==> src/rtl/updown_level_fsm.sv <==
// -----------------------------------------------------------------------------
// updown_level_fsm
//
// Parametrised up/down level state machine. A direction request (en/up) is
// filtered by a dwell counter: the same direction must be held for DWELL
// enabled cycles before the level moves by STEP. At the range limits the
// level either saturates or wraps modulo the range (WRAP). A synchronous
// load overrides any move and clamps the loaded value into the range.
// All outputs are registered; at_max/at_min always describe the y value
// that is registered on the same edge.
// -----------------------------------------------------------------------------
module updown_level_fsm #(
  parameter int WIDTH   = 4,
  parameter int MIN_LVL = 0,
  parameter int MAX_LVL = 15,
  parameter int STEP    = 1,
  parameter int DWELL   = 1,
  parameter int WRAP    = 0
) (
  input  logic             clk,
  input  logic             reset_n,
  input  logic             en,
  input  logic             up,
  input  logic             load,
  input  logic [WIDTH-1:0] load_val,
  output logic [WIDTH-1:0] y,
  output logic             at_max,
  output logic             at_min,
  output logic             limit_hit
);

  // Level arithmetic is done one bit wider than y so that y+STEP and the
  // wrap intermediates never overflow before the range check.
  localparam int EW = WIDTH + 1;

  // Dwell counter only ever holds 0..DWELL.
  localparam int CW = $clog2(DWELL + 1);

  localparam logic [EW-1:0]    MIN_E   = EW'(MIN_LVL);
  localparam logic [EW-1:0]    MAX_E   = EW'(MAX_LVL);
  localparam logic [EW-1:0]    STEP_E  = EW'(STEP);
  localparam logic [EW-1:0]    RANGE_E = EW'(MAX_LVL - MIN_LVL + 1);
  // A downward move from any y below this bound would leave the range.
  localparam logic [EW-1:0]    LOW_E   = EW'(MIN_LVL + STEP);
  localparam logic [WIDTH-1:0] MIN_W   = WIDTH'(MIN_LVL);
  localparam logic [WIDTH-1:0] MAX_W   = WIDTH'(MAX_LVL);
  localparam logic [CW-1:0]    DWELL_C = CW'(DWELL);
  localparam logic [CW-1:0]    CNT_ONE = CW'(1);

  // IDLE: no direction run in progress (count is zero).
  // COUNT: a same-direction run is being accumulated.
  typedef enum logic {
    IDLE  = 1'b0,
    COUNT = 1'b1
  } state_t;

  state_t          state, state_nxt;
  logic [CW-1:0]   cnt, cnt_nxt;
  logic [CW-1:0]   cnt_run;
  logic            dir, dir_nxt;
  logic            move;

  logic [WIDTH-1:0] y_nxt;
  logic             at_max_nxt;
  logic             at_min_nxt;
  logic             hit_nxt;

  logic [EW-1:0]    y_e;
  logic [EW-1:0]    lv_e;
  logic [EW-1:0]    up_sum;

  assign y_e    = {1'b0, y};
  assign lv_e   = {1'b0, load_val};
  assign up_sum = y_e + STEP_E;

  // State register: FSM state, dwell run, stored direction and the
  // registered outputs all update together on the clock edge.
  // NOTE: reset is asynchronous so y/at_min change as soon as reset_n falls,
  // and every register here is reset -- there is no storage array to exempt.
  always_ff @(posedge clk or negedge reset_n) begin
    if (!reset_n) begin
      state     <= IDLE;
      cnt       <= '0;
      dir       <= 1'b1;
      y         <= MIN_W;
      at_max    <= 1'b0;
      at_min    <= 1'b1;
      limit_hit <= 1'b0;
    end else begin
      // NOTE: non-blocking assignments so every register samples the
      // pre-edge values computed by the combinational processes.
      state     <= state_nxt;
      cnt       <= cnt_nxt;
      dir       <= dir_nxt;
      y         <= y_nxt;
      at_max    <= at_max_nxt;
      at_min    <= at_min_nxt;
      limit_hit <= hit_nxt;
    end
  end

  // Next-state logic: dwell filter deciding when a move is accepted.
  always_comb begin
    // NOTE: every variable gets a default first so no path can infer a latch.
    state_nxt = state;
    cnt_nxt   = cnt;
    dir_nxt   = dir;
    move      = 1'b0;
    // A changed direction (or a fresh run) counts its own cycle as the first.
    cnt_run   = ((state == COUNT) && (up == dir)) ? cnt + CNT_ONE : CNT_ONE;

    if (load) begin
      // Load wins over any request; the run is abandoned, direction kept.
      state_nxt = IDLE;
      cnt_nxt   = '0;
    end else if (!en) begin
      state_nxt = IDLE;
      cnt_nxt   = '0;
    end else begin
      dir_nxt = up;
      if (cnt_run == DWELL_C) begin
        move      = 1'b1;
        state_nxt = IDLE;
        cnt_nxt   = '0;
      end else begin
        state_nxt = COUNT;
        cnt_nxt   = cnt_run;
      end
    end
  end

  // Output logic: next level, limit pulse and limit flags.
  always_comb begin
    y_nxt   = y;
    hit_nxt = 1'b0;

    if (load) begin
      if (lv_e < MIN_E) begin
        y_nxt   = MIN_W;
        hit_nxt = 1'b1;
      end else if (lv_e > MAX_E) begin
        y_nxt   = MAX_W;
        hit_nxt = 1'b1;
      end else begin
        y_nxt   = load_val;
      end
    end else if (move) begin
      if (up) begin
        if (up_sum > MAX_E) begin
          // Overflow: wrap by subtracting the range size, else saturate.
          hit_nxt = 1'b1;
          y_nxt   = (WRAP != 0) ? WIDTH'(up_sum - RANGE_E) : MAX_W;
        end else begin
          y_nxt   = WIDTH'(up_sum);
        end
      end else begin
        if (y_e < LOW_E) begin
          // Underflow: adding the range before subtracting STEP keeps the
          // wrap intermediate non-negative.
          hit_nxt = 1'b1;
          y_nxt   = (WRAP != 0) ? WIDTH'(y_e + RANGE_E - STEP_E) : MIN_W;
        end else begin
          y_nxt   = WIDTH'(y_e - STEP_E);
        end
      end
    end

    at_max_nxt = (y_nxt == MAX_W);
    at_min_nxt = (y_nxt == MIN_W);
  end

endmodule

==> config.mk <==
export PLATFORM = sky130hd
export DESIGN_NAME = updown_level_fsm
export DESIGN_NICKNAME = d
export VERILOG_FILES = /design/src/rtl/updown_level_fsm.sv
export SDC_FILE = /design/constraint.sdc
export NUM_CORES = 1
export LEC_CHECK = 0
export ABC_AREA = 1
export BUFFER_PORTS_ARGS = -buffer_cell sky130_fd_sc_hd__buf_2
export CAP_MARGIN = 0
export CORE_AREA = 5 5 42 44
export DETAILED_ROUTE_END_ITERATION = 7
export DIE_AREA = 0 0 47 49
export PLACE_DENSITY = 0.65
export SKIP_CTS_REPAIR_TIMING = 1
export SYNTH_ARGS = -nofsm -noshare
export SYNTH_HDL_FRONTEND = slang
export SYNTH_SLANG_ARGS = --single-unit
==> constraint.sdc <==
create_clock -name clk -period 4.5 [get_ports clk]
set_clock_uncertainty 0.05 [all_clocks]
set_input_delay 0.45 -clock clk [delete_from_list [all_inputs] [get_ports clk]]
set_output_delay 0.45 -clock clk [all_outputs]
set_load 0.01 [all_outputs]
# After elaboration in Yosys (flattened, before gate mapping)

Index checks and enable logic that the tools add are counted.

Equality and inequality tests: 1
Multiplexer cells: 16
Reductions and logical operators: 1
Order comparisons: 4
$add $sub $neg: 2

Operator list:

| cell                                                           | count |
|---|---|
| two-way mux 4 bit                                              | 7 |
| two-way mux 1 bit                                              | 9 |
| less-than comparator 4 x 1 -> 1 bit (second input constant)    | 2 |
| adder 4 x 1 -> 5 bit (second input constant)                   | 1 |
| greater-than comparator 5 x 4 -> 1 bit (second input constant) | 1 |
| == test 4 bit (second input constant)                          | 1 |
| greater-than comparator 4 bit (second input constant)          | 1 |
| zero test 4 bit                                                | 1 |
| subtractor 4 x 1 -> 4 bit (second input constant)              | 1 |

Logic and storage cells: 28
Register bits: 7
Bits of input ports: 9
Output and inout bits: 7

# Longest topological paths before layout

Gate-level depths: netlist of run 1.

Word-level depth: 7
Gate-level depth with buffers: 12

# Worst setup path after synthesis of run 1

OpenSTA, ideal clock, no wires.

Path type: register -> register
From: register y[0]
To: register at_max
Path slack: 2893 ps
Buffers on the path: 0
Data arrival time: 1443 ps
Cell stages (with the launch flop): 13
Cell sequence: dfrtp_1 inv_1 ha_1 nand2_1 inv_1 nand2_1 nor2_1 nand2_1 nand2_1 o21ai_2 nand2_2 nand2_1 nor2_1

Longest elaborated chain between the ends: 7
Elaborated cells between the ends (all ways): 10

RTL lines:

| item                                   | RTL line | RTL |
|---|---|---|
| start: declaration                     | 26       | `output logic [WIDTH-1:0] y,` |
| start signal: assignment               | 95       | `y <= y_nxt;` |
| adder 4 x 1 -> 5 bit                   | 74       | `assign up_sum = y_e + STEP_E;` |
| greater-than comparator 5 x 4 -> 1 bit | 149      | `if (up_sum > MAX_E) begin` |
| two-way mux 4 bit                      | 149      |  |
| two-way mux 4 bit (*)                  | 148      | `if (up) begin` |
| two-way mux 4 bit (*)                  | 147      | `end else if (move) begin` |
| two-way mux 4 bit (*)                  | 137      | `if (load) begin` |
| named net y_nxt[2]                     | 63       | `logic [WIDTH-1:0] y_nxt;` |
| == test 4 bit (*)                      | 168      | `at_max_nxt = (y_nxt == MAX_W);` |
| named net at_max_nxt                   | 64       | `logic at_max_nxt;` |
| end signal: assignment                 | 96       | `at_max <= at_max_nxt;` |
| end: declaration                       | 27       | `output logic at_max,` |

The timed path passes the listed nets; every way through them passes the cells marked *.

# Worst setup path after layout of run 1

Ends and elaborated chain as after synthesis.

==> flow_metrics.tcl, run 1 <==
set metrics [dict create \
    finalHoldViolations 0 \
    crit_fanout 6 \
    period_minus_slack_ps 1720 \
    fin_setup_tns_ps 0 \
    start_util 0.404 \
    ant_nets 0 \
    slew_viol_final 0 \
    wl_met2_um 609 \
    rows 14 \
    clock-root-buffer "clkbuf_4" \
    die_x_um 47 \
    grt_remaining_overflow 0 \
    relSlewSlack 0.766 \
    area_growth_pct 21.2 \
    synth-edff-count 0 \
    syn_inst 83 \
    ys_ff_latch 7 \
    critPathArrivalTime_ps 1810 \
    route.detailed.drc 0 \
    synthTopCellsByArea "dfrtp_1 27%, nand2_1 17%, nand3_1 9.7%" \
    routabilityCongestion 0.796 \
    synth_ff_type "dfrtp_1" \
    wl_per_cell_um 10.5 \
    tightest_slew_ps 351 \
    finalSetupViolations 0 \
    combPwrFrac 0.333 \
    synth_top_area_cell "dfrtp_1" \
    clk_latency_ps 260 \
    place_ws_ps 2790 \
    drive_above_1_share 0.314 \
    path_class "reg -> reg" \
    peakVddDrop_v 0.000214 \
    rsz0062_at_grt "false" \
    cts_tree "done" \
    num_vias 549 \
    power_switching_mw 0.0761 \
    avgSynthCellArea_um2 6.81 \
    synth_most_common_cell "nand2_1" \
    synth_top_area_share 0.265 \
    power.leakage_nw 0.397 \
    cts.sink_count 7 \
    worstSetupEndpointType "flop" \
    core_um2 1400 \
    drv_cap 0 \
    clk_pin_slew_worst_paths_ps 50 \
    start_kind "flop" \
    cp_data_required_time_ps 4590 \
    max_freq_mhz 583 \
    ios 16 \
    drt-total-wl_mm 1.24 \
    yosysWarnings 0 \
    diodes 0 \
    hpwlAfterDp_um 981 \
    grt_pass1_vias 570 \
    dieArea_um2 2300 \
    clock_path_buffers 2 \
    htreeDepth 1 \
    async_flop_share 1.00 \
    synth_common_cells "25 x nand2_1, 11 x nand3_1, 10 x inv_1, 6 x dfrtp_1, 6 x nor2_1" \
    wl_met3_um 62 \
    firstDrtPassIters 4 \
    seq_power_share 0.390 \
    setup_slack_ps 2780 \
    switching_share 0.369 \
    syn_nets 95 \
    grt_pass1_wl_mm 2.29 \
    finalCritPeriodShare 0.381 \
    power_density_nw_per_um2 301 \
    routed.top_layer "met4" \
    pwr-share-clk 0.277 \
    finish.net_count 115 \
    fillers 160 \
    hold_class "in -> reg" \
    die_y_um 49 \
    drt-initial-drc-count 12 \
    synth_cell_types 19 \
    status "finished, final reports clean" \
    io_buffers 15 \
    p_int_mw 0.130 \
    grt_max_degree 9 \
    antenna_found_initial 0 \
    wl_met1_um 528 \
    cts_made_buffers 3 \
    vias_per_cell 4.65 \
    grtUsageTotal 0.142 \
    ys_seq_area_frac 0.312 \
    syn-cell-area_um2 566 \
    whs_ps 391 \
]
==> metrics by stage <==
step	utilization	instances	total power, mW	instance area, um^2
after detailed placement	0.463	113	0.150	649
after global routing	0.489	118	0.228	686
final	0.489	118	0.206	686
after global placement	0.463	113	0.149	649
after CTS	0.482	117	0.210	676
after floorplan	-	83	0.130	566
==> final timing paths <==
check / end / start / slack (ps) / cells past startpoint
min in group asynchronous: limit_hit$_DFF_PN0_ / reset_n / 510 / 2
hold reg to reg: y[1]$_DFF_PN0_ / y[1]$_DFF_PN0_ / 780 / 4
hold / removal: y[2]$_DFF_PN0_ / load_val[2] / 390 / 3
max in group asynchronous: at_min$_DFF_PN1_ / reset_n / 3660 / 2
setup reg to reg: at_max$_DFF_PN0_ / y[0]$_DFF_PN0_ / 2780 / 12
setup / recovery: at_max$_DFF_PN0_ / y[0]$_DFF_PN0_ / 2780 / 12
==> cell usage in the layout (no fill, tap or decap) <==
cell	count
nand2_1	25
buf_2	15
nand3_1	11
inv_1	10
nor2_1	6
dfrtp_1	6
nand2_2	3
inv_2	3
o21ai_0	3
ha_1	3
clkbuf_4	3
a21oi_2	2
nor2_2	2
o21ai_1	2
nand2_4	1
nor2_4	1
xor2_1	1
nand4_1	1
o21ai_2	1
dfstp_2	1
clkbuf_1	1
dlygate4sd3_1	1
==> critical path, stage by stage (launching register included) <==
cell and delay (ps):
dfrtp_1 420, inv_1 150, ha_1 340, nand2_1 80, inv_1 40, nand2_1 50, nor2_1 30, nand2_1 60
nand2_1 70, o21ai_2 150, nand2_2 60, nand2_1 60, nor2_1 40
==> power groups by stage <==
stage               registers, mW  clock network [mW]  logic [mW]
floorplan                  0.0803                   0      0.0495
finish                     0.0805              0.0571      0.0686
global placement           0.0811                   0      0.0676
global route               0.0816              0.0677      0.0788
detailed placement         0.0815                   0      0.0682
CTS                        0.0807              0.0604      0.0687
==> registers in the layout (all words and copies together), names as in the netlist <==
name / cells
y: 4
limit_hit: 1
at_max: 1
at_min: 1
==> cell type report <==
cell class / instances / area, um^2 / area share
Multi-Input combinational cell: 62 / 329 / 0.480
Sequential cell: 7 / 176 / 0.257
Timing Repair Buffer: 16 / 85.1 / 0.124
Inverter: 13 / 48.8 / 0.0712
Clock buffer: 4 / 26.3 / 0.0383
Tap cell: 16 / 20.0 / 0.0292
==> cell families after synthesis <==
| logic type | share of synthesized area |
|---|---|
| flops | 0.312 |
| compound gates | 0.0907 |
| xor+xnor | 0.0155 |
| buf+inv | 0.106 |
| simple gates | 0.409 |
| fa+ha+maj | 0.0664 |
==> routing by layer <==
metal	vias up	track usage
li1	297	-
met1	236	0.162
met2	12	0.199
met3	4	0.0701
met4	0	0.0968
met5	-	0
Power figures use the tool's default switching activity.
==> run 2, diff against run 1 <==
- PLACE_DENSITY: 0.65 -> 0.68
- clock period: 4.5 -> 1.38 ns (I/O delays scaled with it)
==> run 2 against run 1 <==
The flow now finishes with violations (setup timing); register-to-register slack worse by 2900 ps; core utilization is 11 points higher; clock power grew to 3.2 times the previous value; flip-flop and latch count stayed put; non-clock buffer count is 15 higher; count of clock-buffer cells in the layout stayed put; final area is 22% higher; maximum frequency is 12% higher.
==> flow_metrics.tcl, run 2 (same netlist as run 1, synthesis figures left out) <==
set metrics [dict create \
    cts_tree "done" \
    drt-total-wl_mm 1.45 \
    clock-root-buffer "clkbuf_4" \
    critical_path_buf_inv_count 2 \
    cpMostUsedCell "nand2_1" \
    largest_reg_flops 4 \
    r2r_setup_slack_ps -150 \
    drt-initial-drc-count 9 \
    diodes 0 \
    setup_slack_ps -153 \
    grt_remaining_overflow 0 \
    tightest_slew_ps 292 \
    dieArea_um2 2300 \
    die_y_um 49 \
    status "finished, violations left" \
    finalCritPeriodShare 1.11 \
    path_class "reg -> reg" \
    cts_made_buffers 3 \
    max_stage_delay_ps 440 \
    num_vias 604 \
    fin_setup_tns_ps -445 \
    grt_pass1_vias 611 \
    place_inst 127 \
    ios 16 \
    r2r_end "at_max$_DFF_PN0_" \
    total_power_mw 0.785 \
    antenna_found_initial 0 \
    relSlewSlack 0.806 \
    max_freq_mhz 652 \
    vias_per_cell 4.54 \
    finalSetupViolations 6 \
    routabilityCongestion 0.847 \
    crit_cells 12 \
    crit_slowest_cell "dfrtp_2" \
    hold_class "in -> reg" \
    drive_above_1_share 0.496 \
    wl_per_cell_um 10.9 \
    cp_data_required_time_ps 1470 \
    rsz0062_at_grt "true" \
    endpoint "at_max$_DFF_PN0_" \
    cts.sink_count 7 \
    rows 14 \
    top_register "y" \
    failed_checks "setup timing" \
    finalNonFillerCells 133 \
    grt_pass1_wl_mm 2.41 \
    area_growth_pct 48.0 \
    clock_path_buffers 2 \
    crit_path_start "y[1]$_DFF_PN0_" \
    final_common_cell "nand2_1" \
    hpwlAfterDp_mm 1.16 \
    htreeDepth 1 \
    path_cells "inv_2, ha_4, nand2_4, inv_2, nand2_1, nor2_1, nand2_1, nand2_1, o21ai_2, nand2_2, nand2_1, nor2_1" \
    whs_ps 87.2 \
    period_minus_slack_ps 1530 \
    r2r_start "y[1]$_DFF_PN0_" \
    finish.net_count 130 \
    crit_fanout 5 \
    grt_max_degree 9 \
    clk_pin_slew_worst_paths_ps 50 \
    start_kind "flop" \
    rr_worst_depth 12 \
    ant_nets 0 \
    grtUsageTotal 0.145 \
    start_util 0.404 \
    firstDrtPassIters 3 \
    die_x_um 47 \
    io_buffers 15 \
    power_density_nw_per_um2 938 \
    core_um2 1400 \
    clk_latency_ps 250 \
    cp_top_family "simple AND/OR/NAND/NOR gates" \
    slew_viol_final 0 \
    drv_cap 0 \
    peakVddDrop_v 0.000748 \
    power.leakage_nw 0.463 \
    mostFrequentLayoutCells "22 x nand2_1, 15 x buf_2, 15 x buf_4" \
    route.detailed.drc 0 \
    finalHoldViolations 0 \
    fin_util 0.597 \
    fillers 135 \
    critPathArrivalTime_ps 1620 \
    worstSetupEndpointType "flop" \
]
-- run 2: cell count changes in the layout (fill, tap and decap cells not counted), sizes merged --
cell / previous run / this run
buf: 15 / 30
-- run 2: layer usage --
layer | part of all wire | routed length, um | track usage | vias up
met4 | 0.019 | 27 | 0.0553 | 0
met5 | 0 | 0 | 0 | -
li1 | - | - | - | 331
met1 | 0.44 | 634 | 0.155 | 258
met2 | 0.51 | 739 | 0.247 | 11
met3 | 0.036 | 52 | 0.0554 | 4
-- run 2: final cells by class --
type / instances / area [um^2] / area share
Sequential cell: 7 / 180 / 0.215
Inverter: 13 / 51.3 / 0.0613
Multi-Input combinational cell: 62 / 362 / 0.432
Clock buffer: 4 / 26.3 / 0.0314
Timing Repair Buffer: 31 / 198 / 0.236
Tap cell: 16 / 20.0 / 0.0239
-- run 2: metrics by stage --
step | cell area [um^2] | setup slack (ps)
after floorplan | 586 | -93.2
after global placement | 774 | -171
after detailed placement | 774 | -161
after CTS | 801 | -193
after global routing | 837 | -225
final | 837 | -153
-- run 2: how the worst min path moves through the flow --
stage           startpoint             endpoint  slack [ps]  cells after the start
6_report       load_val[3]       y[3]$_DFF_PN0_          90                      3
5_1_grt        load_val[2]       y[2]$_DFF_PN0_          90                      3
4_1_cts            reset_n  limit_hit$_DFF_PN0_        -360                      1
3_5_place_dp       reset_n  limit_hit$_DFF_PN0_         -80                      1
3_3_place_gp       reset_n  limit_hit$_DFF_PN0_         -80                      1
2_1_floorplan      reset_n     at_max$_DFF_PN0_        -210                      0
-- run 2: where the power goes --
group | total [mW] | internal [mW] | switching, mW | leakage (nW)
Combinational | 0.337 | 0.164 | 0.173 | 0.368
Clock | 0.184 | 0.110 | 0.0738 | 0.0150
Sequential | 0.265 | 0.229 | 0.0362 | 0.0807
-- run 2: worst register-to-register path, delay by kind of cell (launching register included) --
family / cells / cell delay [ps]
AOI/OAI and AO/OA: 1 / 150
adders and majority gates: 1 / 210
buffers and inverters: 2 / 120
DFF: 1 / 440
and+or+nand+nor: 8 / 440
==> run 3, diff against run 2 <==
--- a/constraint.sdc
+++ b/constraint.sdc
@@ -3,3 +3,3 @@
 set_input_delay 0.138 -clock clk [delete_from_list [all_inputs] [get_ports clk]]
 set_output_delay 0.138 -clock clk [all_outputs]
-set_load 0.01 [all_outputs]
+set_load 0.05 [all_outputs]
==> run 3 against run 2 <==
Sequential share of layout area increased by 0.70 points; first-iteration DRC count increased by 44%; the run still ends with setup timing left; flip-flop and latch count unchanged; routed wire length decreased by 5.7%; largest cell class unchanged.
==> flow_metrics.tcl, run 3 (same netlist as run 1, synthesis figures left out) <==
set metrics [dict create \
    slew_viol_final 0 \
    finalSetupViolations 4 \
    final_common_cell "nand2_1" \
    ant_nets 0 \
    power_density_nw_per_um2 1010 \
    period_minus_slack_ps 1560 \
    area_growth_pct 43.4 \
    ios 16 \
    core_um2 1400 \
    finalHoldViolations 0 \
    grt_max_degree 9 \
    vias_per_cell 4.65 \
    hold_class "in -> reg" \
    tightest_slew_ps 288 \
    rows 14 \
    peakVddDrop_v 0.000835 \
    largest_reg_flops 4 \
    whs_ps 97.3 \
    failed_checks "setup timing" \
    hpwlAfterDp_mm 1.00 \
    die_x_um 47 \
    pwr-share-clk 0.217 \
    route.detailed.drc 0 \
    mostFrequentLayoutCells "23 x nand2_1, 15 x buf_2, 10 x nand3_1" \
    cp_data_required_time_ps 1500 \
    grt_remaining_overflow 0 \
    finalNonFillerCells 127 \
    drt-total-wl_mm 1.37 \
    relSlewSlack 0.808 \
    path_class "reg -> reg" \
    combPwrFrac 0.462 \
    antenna_found_initial 0 \
    crit_fanout 5 \
    top_register "y" \
    finalCritPeriodShare 1.13 \
    worstSetupEndpointType "flop" \
    firstDrtPassIters 4 \
    switching_share 0.409 \
    wl_per_cell_um 10.8 \
    cts_tree "done" \
    cts.sink_count 7 \
    setup_slack_ps -181 \
    grtUsageTotal 0.129 \
    clk_latency_ps 250 \
    diodes 0 \
    fillers 141 \
    rsz0062_at_grt "true" \
    dieArea_um2 2300 \
    power.leakage_nw 0.449 \
    grt_pass1_vias 506 \
    max_freq_mhz 641 \
    routabilityCongestion 0.762 \
    start_util 0.404 \
    num_vias 590 \
    drt-initial-drc-count 13 \
    seq_power_share 0.321 \
    power_switching_mw 0.336 \
    place_inst 119 \
    finish.net_count 124 \
    fin_setup_tns_ps -410 \
    critPathArrivalTime_ps 1680 \
    cts_made_buffers 3 \
    grt_pass1_wl_mm 2.18 \
    clock-root-buffer "clkbuf_4" \
    die_y_um 49 \
    start_kind "flop" \
    drv_cap 0 \
    p_int_mw 0.486 \
    status "finished, violations left" \
    clk_pin_slew_worst_paths_ps 50 \
    drive_above_1_share 0.495 \
    io_buffers 15 \
    htreeDepth 1 \
    clock_path_buffers 2 \
]
-- run 3: area by class of cell --
class	count	area, um^2	share of cell area
Multi-Input combinational cell	62	377	0.465
Sequential cell	7	180	0.222
Timing Repair Buffer	25	156	0.193
Inverter	13	51.3	0.0633
Clock buffer	4	26.3	0.0324
Tap cell	16	20.0	0.0247
-- run 3: power by group through the flow --
stage	clock (mW)	combinational, mW	sequential (mW)
after CTS	0.186	0.336	0.264
final	0.179	0.380	0.264
after global placement	0	0.332	0.267
after detailed placement	0	0.333	0.267
after floorplan	0	0.177	0.328
after global routing	0.207	0.412	0.267
-- run 3: worst paths after layout --
| kind | startpoint | end | slack [ps] | cells after the start |
|---|---|---|---|---|
| hold reg to reg | y[2]$_DFF_PN0_ | y[2]$_DFF_PN0_ | 800 | 4 |
| setup / recovery | y[0]$_DFF_PN0_ | at_min$_DFF_PN1_ | -180 | 10 |
| max in group asynchronous | reset_n | at_min$_DFF_PN1_ | 860 | 2 |
| min in group asynchronous | reset_n | limit_hit$_DFF_PN0_ | 190 | 2 |
| setup reg to reg | y[0]$_DFF_PN0_ | at_min$_DFF_PN1_ | -180 | 10 |
| hold / removal | load_val[2] | y[2]$_DFF_PN0_ | 100 | 3 |
-- run 3: critical path: stages, from the launching register on --
cell and delay [ps]:
dfrtp_2 430, inv_4 100, ha_4 210, nand2_4 60
buf_4 100, nand3_1 70, nand2_1 80, nand2_2 70
nor2_2 110, nand3_1 80, nor2_1 120
-- run 3: through the flow --
step	setup slack (ps)	instance area, um^2	power, mW	utilization
4_1_cts	-254	742	0.786	0.529
2_1_floorplan	-214	587	0.504	-
3_5_place_dp	-187	716	0.601	0.511
3_3_place_gp	-173	716	0.599	0.511
6_report	-181	811	0.822	0.579
5_1_grt	-264	811	0.886	0.579
-- run 3: per-layer routing --
metal / up-vias / global-route usage / share of wire
met5: - / 0 / 0
met4: 0 / 0.0323 / 0
met3: 0 / 0.0664 / 0.040
met2: 12 / 0.197 / 0.51
met1: 265 / 0.156 / 0.45
li1: 313 / - / -
